==> src/rtl/pipe_stage_buf.sv <==
// Pipeline stage buffer with valid/ready handshake, stall/flush control and bubble suppression.
// Defining PIPE_STAGE_SKID_EN builds a two-entry skid buffer; otherwise it holds one entry.
module pipe_stage_buf #(
    parameter int unsigned DATA_W = 32,
    parameter int unsigned CTRL_W = 8
) (
    input  logic              clock,
    input  logic              reset,
    input  logic              in_valid,
    output logic              in_ready,
    input  logic [CTRL_W-1:0] in_ctrl,
    input  logic [DATA_W-1:0] in_data,
    output logic              out_valid,
    input  logic              out_ready,
    output logic [CTRL_W-1:0] out_ctrl,
    output logic [DATA_W-1:0] out_data,
    input  logic              stall,
    input  logic              flush,
    output logic [1:0]        count
);

`ifdef PIPE_STAGE_SKID_EN
    typedef enum logic [1:0] {
        S_EMPTY = 2'd0,
        S_ONE   = 2'd1,
        S_TWO   = 2'd2
    } state_t;
`else
    typedef enum logic {
        S_EMPTY = 1'b0,
        S_FULL  = 1'b1
    } state_t;
`endif

    state_t            state_q, state_d;
    logic [DATA_W-1:0] head_data_q, head_data_d;
    logic [CTRL_W-1:0] head_ctrl_q, head_ctrl_d;
    logic              head_valid;
    logic              accept;
    logic              emit;
    logic              hold;

    assign hold   = stall | flush;
    assign accept = in_valid & in_ready;
    assign emit   = out_valid & out_ready;

    assign out_valid = head_valid & ~hold;
    assign out_ctrl  = out_valid ? head_ctrl_q : CTRL_W'(0);
    assign out_data  = head_data_q;

`ifdef PIPE_STAGE_SKID_EN
    logic [DATA_W-1:0] skid_data_q, skid_data_d;
    logic [CTRL_W-1:0] skid_ctrl_q, skid_ctrl_d;
    logic              in_ready_q, in_ready_d;

    // Registered ready keeps out_ready off the in_ready path.
    assign in_ready   = in_ready_q & ~hold;
    assign head_valid = (state_q != S_EMPTY);
    assign count      = 2'(state_q);

    always_comb begin
        state_d     = state_q;
        head_data_d = head_data_q;
        head_ctrl_d = head_ctrl_q;
        skid_data_d = skid_data_q;
        skid_ctrl_d = skid_ctrl_q;
        if (flush) begin
            state_d = S_EMPTY;
        end else begin
            unique case (state_q)
                S_EMPTY: begin
                    if (accept) begin
                        state_d     = S_ONE;
                        head_data_d = in_data;
                        head_ctrl_d = in_ctrl;
                    end
                end
                S_ONE: begin
                    if (accept && emit) begin
                        head_data_d = in_data;
                        head_ctrl_d = in_ctrl;
                    end else if (accept) begin
                        state_d     = S_TWO;
                        skid_data_d = in_data;
                        skid_ctrl_d = in_ctrl;
                    end else if (emit) begin
                        state_d = S_EMPTY;
                    end
                end
                S_TWO: begin
                    // in_ready is low here, so only an emit can happen
                    if (emit) begin
                        state_d     = S_ONE;
                        head_data_d = skid_data_q;
                        head_ctrl_d = skid_ctrl_q;
                    end
                end
                default: state_d = S_EMPTY;
            endcase
        end
        in_ready_d = (state_d != S_TWO);
    end

    always_ff @(posedge clock or posedge reset) begin
        if (reset) begin
            skid_data_q <= '0;
            skid_ctrl_q <= '0;
            in_ready_q  <= 1'b0;
        end else begin
            skid_data_q <= skid_data_d;
            skid_ctrl_q <= skid_ctrl_d;
            in_ready_q  <= in_ready_d;
        end
    end
`else
    logic run_q;

    // run_q holds in_ready low until the first edge after reset release.
    assign in_ready   = run_q & ((state_q == S_EMPTY) | out_ready) & ~hold;
    assign head_valid = (state_q == S_FULL);
    assign count      = {1'b0, head_valid};

    always_comb begin
        state_d     = state_q;
        head_data_d = head_data_q;
        head_ctrl_d = head_ctrl_q;
        if (flush) begin
            state_d = S_EMPTY;
        end else begin
            unique case (state_q)
                S_EMPTY: begin
                    if (accept) begin
                        state_d     = S_FULL;
                        head_data_d = in_data;
                        head_ctrl_d = in_ctrl;
                    end
                end
                S_FULL: begin
                    if (accept) begin
                        head_data_d = in_data;
                        head_ctrl_d = in_ctrl;
                    end else if (emit) begin
                        state_d = S_EMPTY;
                    end
                end
                default: state_d = S_EMPTY;
            endcase
        end
    end

    always_ff @(posedge clock or posedge reset) begin
        if (reset) begin
            run_q <= 1'b0;
        end else begin
            run_q <= 1'b1;
        end
    end
`endif

    always_ff @(posedge clock or posedge reset) begin
        if (reset) begin
            state_q     <= S_EMPTY;
            head_data_q <= '0;
            head_ctrl_q <= '0;
        end else begin
            state_q     <= state_d;
            head_data_q <= head_data_d;
            head_ctrl_q <= head_ctrl_d;
        end
    end

endmodule

==> config.mk <==
export PLATFORM = sky130hd
export DESIGN_NAME = pipe_stage_buf
export DESIGN_NICKNAME = d
export VERILOG_FILES = /design/src/rtl/pipe_stage_buf.sv
export SDC_FILE = /design/constraint.sdc
export NUM_CORES = 1
export LEC_CHECK = 0
export ABC_AREA = 1
export CAP_MARGIN = 20
export CORE_UTILIZATION = 40
export DETAILED_ROUTE_END_ITERATION = 16
export HOLD_SLACK_MARGIN = 0.02
export PLACE_DENSITY = 0.83
export SLEW_MARGIN = 40
export SYNTH_ARGS = -nofsm -noshare
export SYNTH_HDL_FRONTEND = slang
export SYNTH_SLANG_ARGS = --single-unit
export TNS_END_PERCENT = 100
==> constraint.sdc <==
create_clock -name clock -period 1.3 [get_ports clock]
set_input_delay 0.195 -clock clock [delete_from_list [all_inputs] [get_ports clock]]
set_output_delay 0.195 -clock clock [all_outputs]
set_load 0.05 [all_outputs]
==> impl_metrics.py <==
metrics = {
    "synthesis": {
        "synth_xor_area_frac": 0,
        "synth_cells": 210,
        "synthAdderAreaFrac": 0,
        "synth_nets": 256,
        "synth-compound-area-share": 0.00871,
        "muxShareOfSynthArea": 0,
        "synth_top_family_by_area": "simple AND/OR/NAND/NOR gates",
        "syn_area_sq_um": 1870,
        "ys_warn_count": 0,
        "seq_area_frac_synth": 0.563,
        "ys_ff_latch": 42,
        "synth-simple-area-share": 0.324,
        "synth.avg_cell_area_sq_um": 8.90,
        "yosysUniqueCellTypes": 19,
    },
    "route": {
        "vias_per_cell": 5.00,
        "routed_wl_um": 5950,
        "drc": 0,
        "first_pass_iters": 4,
        "drtIter0Drc": 108,
        "vias": 1815,
        "wl_per_cell_um": 16.4,
        "ant_nets": 0,
    },
    "sta": {
        "setup_ws_ns": -0.282,
        "hold_viol_final": 0,
        "drv_slew": 0,
        "holdWs_ns": 0.243,
        "max_freq_ghz": 0.632,
        "period_share": 1.22,
        "setup_viol": 52,
        "rsz0062_at_grt": "yes",
        "final.setup_skew_ns": 0.00411,
        "period_minus_slack_ns": 1.58,
    },
    "placed_design": {
        "port_buffers": 88,
        "gp_congestion": 0.733,
        "dp_slack_ns": -0.373,
        "hpwl_um": 3710,
    },
    "worst_setup_path": {
        "reg2reg_depth": 9,
        "path_max_fanout": 8,
        "cp-end-kind": "output port",
        "crit_path_cell_trace": "inv_2 > nor2_4 > clkinvlp_4 > buf_12 > nor2_4 > buf_12",
        "critPathLaunch": "head_valid$_DFF_PP0_",
        "r2r_start": "head_valid$_DFF_PP0_",
        "r2r-end": "out_data[30]$_DFFE_PP0P_",
        "startpoint_type": "flop",
        "path_class": "flop to output port",
        "cp_data_arrival_time_ns": 1.39,
        "cp_slowest_cell": "dfrtp_1",
        "crit_required_ns": 1.11,
        "regToRegSetupSlack_ns": -0.13,
        "crit_path_max_incr_delay_ns": 0.37,
        "crit_end": "out_ctrl[5]",
    },
    "power": {
        "power_leakage_nw": 1.72,
        "ir_worst_vdd_mv": 0.927,
        "total_power_w": 0.00489,
        "p_per_area_nw_per_um2": 1300,
    },
    "run": {
        "maxCapViolCount": 0,
    },
    "floorplan": {
        "core_area_sq_um": 4410,
        "die_y_um": 70.3,
        "dieArea_sq_um": 4950,
        "row_count": 24,
        "start_util": 0.423,
        "io-pin-count": 90,
        "die_width_um": 70.3,
    },
    "clocking": {
        "cts-root-buf": "clkbuf_8",
        "clockBufferDepth": 2,
        "numCtsBuffers": 5,
        "clock_sinks": 42,
        "hold_buffers": 0,
        "htreeDepth": 2,
        "path_clk_slew_ns": 0.07,
        "clock_latency_ns": 0.29,
        "cts_tree": "done",
    },
    "grt": {
        "antenna_found_initial": 0,
        "grt_max_degree": 43,
        "grt_pass1_wl_um": 8640,
        "grt_pass1_vias": 1802,
        "gr-total-overflow": 0,
        "grt.total_usage": 0.226,
    },
    "finish": {
        "layout.cells.most_common_list": "73 x nand2_1, 49 x buf_12, 43 x clkdlybuf4s50_1",
        "final_nets": 357,
        "final_common_cell": "nand2_1",
        "area_growth_pct": 102,
        "drive_gt1_frac": 0.408,
        "antenna_cells": 0,
    },
    "status": {
        "violations": "negative setup slack",
        "outcome": "finished with violations",
    },
    "worst_hold_path": {
        "holdCritPathClass": "input port to asynchronous set/reset pin",
    },
}
## timing repair
item,in CTS,in global routing
gates cloned,0,4
setup endpoints to repair,10,50
buffers inserted,4,4
gates resized for setup,7,46
pin swaps,3,29
## routing by layer
layer  global-route usage  wire length, um
met1                0.274             2450
met2                0.389             3140
met3               0.0447              267
met4               0.0911               96
met5                    0                0
## critical path: cells and delay by family, from the launching register on
kind,cells,cell delay [ns]
buffers and inverters,4,0.49
DFF,1,0.37
and+or+nand+nor,2,0.23
## power breakdown
group          leakage (nW)  total [W]  internal, W  switching (W)
clock network        0.0383   0.000794     0.000370       0.000423
registers             0.529    0.00182      0.00156       0.000264
logic                  1.16    0.00227      0.00108        0.00120
## cell families after synthesis
logic type      count (synthesis)
buf+inv                        29
simple gates                  135
flops                          42
other cells                     2
compound gates                  2
## layout make-up
type | instances | area [sq um]
repair buffers | 109 | 1610
flip-flops and latches | 42 | 1050
multi-input cells | 139 | 912
fillers | 221 | 648
clock buffers | 7 | 76.3
well taps | 52 | 65.1
inverters | 14 | 56.3
## worst min path at each step
stage	to	depth (start not counted)	startpoint
2_1_floorplan	head_valid$_DFF_PP0_	1	flush
3_3_place_gp	head_ctrl_q[6]$_DFFE_PP0P_	2	head_ctrl_q[6]$_DFFE_PP0P_
3_5_place_dp	head_ctrl_q[1]$_DFFE_PP0P_	2	head_ctrl_q[1]$_DFFE_PP0P_
4_1_cts	out_data[21]$_DFFE_PP0P_	3	reset
5_1_grt	out_data[21]$_DFFE_PP0P_	3	reset
6_report	out_data[26]$_DFFE_PP0P_	3	reset
## registers in the layout (all words and copies together), names as in the netlist
register and count:
head_valid 1, head_ctrl_q 8, run_q 1, out_data 32
## Yosys cell counts
library cell  count  area [sq um]
o21bai_1          1          7.51
dfrtp_1          42          1050
nor2_2            1          6.26
a21oi_2           1          8.76
nand4_4           1          21.3
inv_1            12          45.0
nor2_1            9          33.8
inv_2             2          7.51
buf_4             3          22.5
buf_2             2          10.0
clkbuf_4          1          7.51
nand2_4           1          11.3
nand3_1          40           200
nand2_2           2          12.5
nor2_8            1          20.0
nand2_1          80           300
conb_1            2          7.51
clkbuf_2          1          5.00
buf_6             8          90.1
## metrics by stage
stage	utilization	instance area [sq um]	setup TNS, ns	cells
after CTS	0.781	3450	-3.55	357
final	0.853	3770	-5.96	363
after floorplan	-	1940	-3.25	210
after global routing	0.853	3770	-8.41	363
after global placement	0.755	3330	-10.32	347
after detailed placement	0.755	3330	-13.00	347
No activity file was read; power rests on OpenSTA's default activity.
